File: config.mk
export PLATFORM = sky130hd
export DESIGN_NAME = sync_fifo_param
export DESIGN_NICKNAME = d
export VERILOG_FILES = /design/src/rtl/sync_fifo_param.sv
export SDC_FILE = /design/constraint.sdc
export NUM_CORES = 1
export LEC_CHECK = 0
export CAP_MARGIN = 40
export CORE_ASPECT_RATIO = 0.6
export CORE_MARGIN = 2
export CORE_UTILIZATION = 55
export CTS_CLUSTER_SIZE = 20
export DETAILED_ROUTE_END_ITERATION = 8
export PLACE_DENSITY = 0.75
export SLEW_MARGIN = 30
export SYNTH_ARGS = -nofsm -noshare
export SYNTH_HDL_FRONTEND = slang
export SYNTH_SLANG_ARGS = --single-unit
File: constraint.sdc
create_clock -name clk -period 2.8 [get_ports clk]
set_input_delay 0.56 -clock clk [delete_from_list [all_inputs] [get_ports clk]]
set_output_delay 0.56 -clock clk [all_outputs]
set_load 0.01 [all_outputs]
File: src/rtl/sync_fifo_param.sv
// Parametrised single-clock FIFO with occupancy count, programmable almost-full/empty
// thresholds, sticky overflow/underflow flags and an optional first-word-fall-through read port.
module sync_fifo_param #(
    parameter int DATA_W    = 8,
    parameter int DEPTH     = 32,
    parameter int AF_THRESH = 28,
    parameter int AE_THRESH = 4,
    parameter int FWFT      = 0
) (
    input  logic                       clk,
    input  logic                       rst,
    input  logic                       wr_en,
    input  logic [DATA_W-1:0]          wr_data,
    input  logic                       rd_en,
    output logic [DATA_W-1:0]          rd_data,
    output logic                       full,
    output logic                       empty,
    output logic                       almost_full,
    output logic                       almost_empty,
    output logic [$clog2(DEPTH):0]     count,
    output logic                       overflow,
    output logic                       underflow,
    input  logic                       clr_err
);

    localparam int AW = $clog2(DEPTH);
    localparam logic [AW:0] AF_LVL = (AW+1)'(AF_THRESH);
    localparam logic [AW:0] AE_LVL = (AW+1)'(AE_THRESH);

    if (DEPTH < 4 || (DEPTH & (DEPTH - 1)) != 0) begin : g_bad_depth
        $error("sync_fifo_param: DEPTH must be a power of 2 and >= 4");
    end
    if (AF_THRESH < 1 || AF_THRESH > DEPTH) begin : g_bad_af
        $error("sync_fifo_param: AF_THRESH must be in 1..DEPTH");
    end
    if (AE_THRESH < 0 || AE_THRESH > DEPTH - 1) begin : g_bad_ae
        $error("sync_fifo_param: AE_THRESH must be in 0..DEPTH-1");
    end

    logic [DATA_W-1:0] mem [DEPTH];
    logic [AW:0]       wr_ptr;
    logic [AW:0]       rd_ptr;
    logic              wr_acc;
    logic              rd_acc;

    // Pointers carry one extra wrap bit so full and empty are distinguishable.
    assign count        = wr_ptr - rd_ptr;
    assign full         = (wr_ptr[AW] != rd_ptr[AW]) && (wr_ptr[AW-1:0] == rd_ptr[AW-1:0]);
    assign empty        = (wr_ptr == rd_ptr);
    assign almost_full  = (count >= AF_LVL);
    assign almost_empty = (count <= AE_LVL);

    assign wr_acc = wr_en && !full;
    assign rd_acc = rd_en && !empty;

    always_ff @(posedge clk) begin
        if (!rst) begin
            wr_ptr <= '0;
            rd_ptr <= '0;
        end else begin
            if (wr_acc) wr_ptr <= wr_ptr + 1'b1;
            if (rd_acc) rd_ptr <= rd_ptr + 1'b1;
        end
    end

    // Storage is never cleared; reset only forgets it by rewinding the pointers.
    always_ff @(posedge clk) begin
        if (rst && wr_acc) mem[wr_ptr[AW-1:0]] <= wr_data;
    end

    // Error flags: a new error event outranks a simultaneous clear.
    always_ff @(posedge clk) begin
        if (!rst) begin
            overflow  <= 1'b0;
            underflow <= 1'b0;
        end else begin
            if (wr_en && full)      overflow <= 1'b1;
            else if (clr_err)       overflow <= 1'b0;
            if (rd_en && empty)     underflow <= 1'b1;
            else if (clr_err)       underflow <= 1'b0;
        end
    end

    if (FWFT != 0) begin : g_fwft
        assign rd_data = empty ? '0 : mem[rd_ptr[AW-1:0]];
    end else begin : g_std
        logic [DATA_W-1:0] rd_q;
        always_ff @(posedge clk) begin
            if (!rst)        rd_q <= '0;
            else if (rd_acc) rd_q <= mem[rd_ptr[AW-1:0]];
        end
        assign rd_data = rd_q;
    end

endmodule

==> impl_metrics.tcl <==
set metrics [dict create \
    crit_arrival_ps 2520 \
    finalSetupTns_ps -813 \
    ys_ff_latch 278 \
    avgViaCountPerCell 6.03 \
    power_density_nw_per_um2 707 \
    clock.fmax_mhz 325 \
    numCtsBuffers 24 \
    clock_sinks 278 \
    yosysSeqAreaShare_pct 72.7 \
    vias 6128 \
    finalSetupViolations 4 \
    yosysWarnings 0 \
    met3_usage_pct 6.71 \
    htreeDepth 1 \
    hold_ws_ps 489 \
    grt_pass1_wl_mm 37.5 \
    ir_worst_vdd_uv 465 \
    initial_core_util_pct 56.0 \
    cts_tree "done" \
    synth_nets 644 \
    clk_pin_slew_ps 70 \
    maxSlewViolCount 0 \
    r2r-start "rd_ptr[3]$_SDFFE_PN0P_" \
    maxCapViolCount 0 \
    finalHoldViolCount 0 \
    grtUsageMet1_pct 34.9 \
    min-delay-start "rd_data[7]$_SDFFE_PN0P_" \
    n_antenna_cell 0 \
    top_usage_layer "met2" \
    muxShareOfSynthArea_pct 13.2 \
    fin_ws_ps -276 \
    synth_area_leaders "edfxtp_1 (69%), mux4_2 (8.1%), dfxtp_1 (3.9%), mux2i_1 (3.7%), mux2_2 (1.5%)" \
    synth_fa_ha_area_share_pct 1.30 \
    clock_path_buffers 3 \
    synthFlopType "edfxtp_1" \
    clock_skew_ps 12.2 \
    drive_gt1_share_pct 28.2 \
    rows 40 \
    yosys.cell_types.count 48 \
    antenna_found_initial 0 \
    layout.nets 751 \
    period_share_pct 110 \
    synth_compound_area_share_pct 5.17 \
    io_buffer_count 32 \
    die-area_um2 21500 \
    tightest_slew_ps 785 \
    syn_to_final_growth_pct 18.0 \
    hold_path.class "reg2reg" \
    grt_pass1_vias 6209 \
    pin_count 33 \
    routedWlPerCell_um 24.3 \
    synth_edf_count 256 \
    grt.overflow.total 0 \
    path_class "reg2out" \
    synth_cells 620 \
    synth_common_cells "edfxtp_1 (256), mux2i_1 (41), mux4_2 (40)" \
    drt_iter0_markers 666 \
    core_area_um2 20000 \
    yosysTopAreaCell "edfxtp_1" \
    dp_hpwl_mm 15.3 \
    die_w_um 188 \
    synth_xor_area_share_pct 1.01 \
    rsz0062_at_grt "yes" \
    violations "negative setup slack" \
    relSlewSlack_pct 47.7 \
    critPathLaunch "rd_ptr[1]$_SDFFE_PN0P_" \
    critPathMaxFanout 3 \
    synth_simple_gate_area_share_pct 4.35 \
    antenna_left 0 \
    worst_setup_path_start_kind "flop" \
    cts-root-buf "clkbuf_16" \
    end_kind "primary output" \
    clkLatencyLatePin_ps 520 \
    met2_usage_pct 35.8 \
    status "finished, violations left" \
    place_congestion 0.854 \
    synth_top_area_share_pct 68.7 \
    die_h_um 114 \
    grt_max_degree 72 \
    async_flop_share_pct 0 \
    p_leak_nw 4.30 \
    syn_area_per_cell_um2 18.0 \
    synth_most_common_cell "edfxtp_1" \
    firstDrtPassIters 5 \
    synth_area_um2 11200 \
    grt_usage_pct 23.7 \
    synth_top_family_by_area "multiplexers" \
    min_period_ps 3080 \
    drc_errors 0 \
    cp.required_ps 2240 \
    drt-total-wl_mm 24.7 \
]
-- worst paths after layout --
path	endpoint	cells past startpoint	slack [ps]
worst max register to register	mem[14][1]$_DFFE_PP_	10	230
worst max-delay path	count[5]	10	-280
worst min-delay path	rd_data[7]$_SDFFE_PN0P_	1	490
worst min register to register	rd_data[7]$_SDFFE_PN0P_	1	490
-- metrics by stage --
step	cell area, um^2	worst slack, ps	total power, mW	utilization, %	instances
2_1_floorplan	11200	84.0	5.41	-	620
3_3_place_gp	12200	-84.6	5.79	61.1	967
3_5_place_dp	12200	-249	5.84	61.1	967
4_1_cts	13100	-163	9.30	65.7	1012
5_1_grt	13200	-330	9.63	66.1	1017
6_report	13200	-276	9.33	66.1	1017
-- worst max-delay path: stages (launching register included) --
cell      delay [ps]
dfxtp_2          350
inv_2             50
ha_4             210
nor2b_4          120
o21ai_2          190
a21boi_2          90
buf_4            150
or4_4            490
nand3_4          120
buf_4            120
buf_6             90
-- state kept, by name, summed over array words and instances, names as in the netlist --
register and cells:
mem 256, rd_data 8, rd_ptr 6, wr_ptr 6, overflow 1, underflow 1
-- cells in the final DEF, fill, tap and decap left out, types with 7 or more instances in the layout --
cell             synthesis  layout
ha_1                    10       7
a21oi_1                 21      20
o21ai_0                 12      11
nand2_1                 11      11
nor2b_1                  8       7
o21ai_1                 14      13
and2_1                  10      10
buf_4                    5      77
o22ai_1                  7       7
o221ai_1                16      16
edfxtp_1               256     256
nand3_1                 10       9
clkbuf_16                0      25
nor2_1                  39      36
clkdlybuf4s50_1          0      24
xnor2_1                  9       7
mux2i_1                 41      41
dfxtp_1                 22      17
mux2_2                  15      15
a32o_1                   8       8
mux4_2                  40      40
-- cell families after synthesis --
family          count (synthesis)
fa+ha+maj                      11
simple gates                   95
mux                            96
flops                         278
xor+xnor                       12
buf+inv                        41
compound gates                 87
-- layout make-up --
| cell class | count | area [um^2] |
|---|---|---|
| sequential | 278 | 8140 |
| fill | 1331 | 6770 |
| multi-input combinational | 301 | 2940 |
| timing repair buffer | 112 | 927 |
| clock buffer | 31 | 648 |
| tap | 273 | 342 |
| clock inverter | 12 | 161 |
| inverter | 10 | 37.5 |
-- report_power, final --
group	leakage, nW	total [mW]	internal, mW	switching, mW
clock	0.399	3.45	2.00	1.44
sequential	2.48	4.61	4.57	0.0315
combinational	1.41	1.28	0.620	0.656
total	4.30	9.33	7.20	2.13
-- routing by layer --
metal	wire, um	up-vias
li1	-	2689
met1	10800	3127
met2	11200	267
met3	2340	45
met4	466	0
met5	0	-
-- timing repair --
action,4_1_cts,5_1_grt
gates cloned,0,0
pin swaps,10,7
gates resized for setup,47,14
setup endpoints to repair,9,7
setup buffers,2,4
hold buffers,0,0
Note: power is estimated with default switching activity, not from simulation.
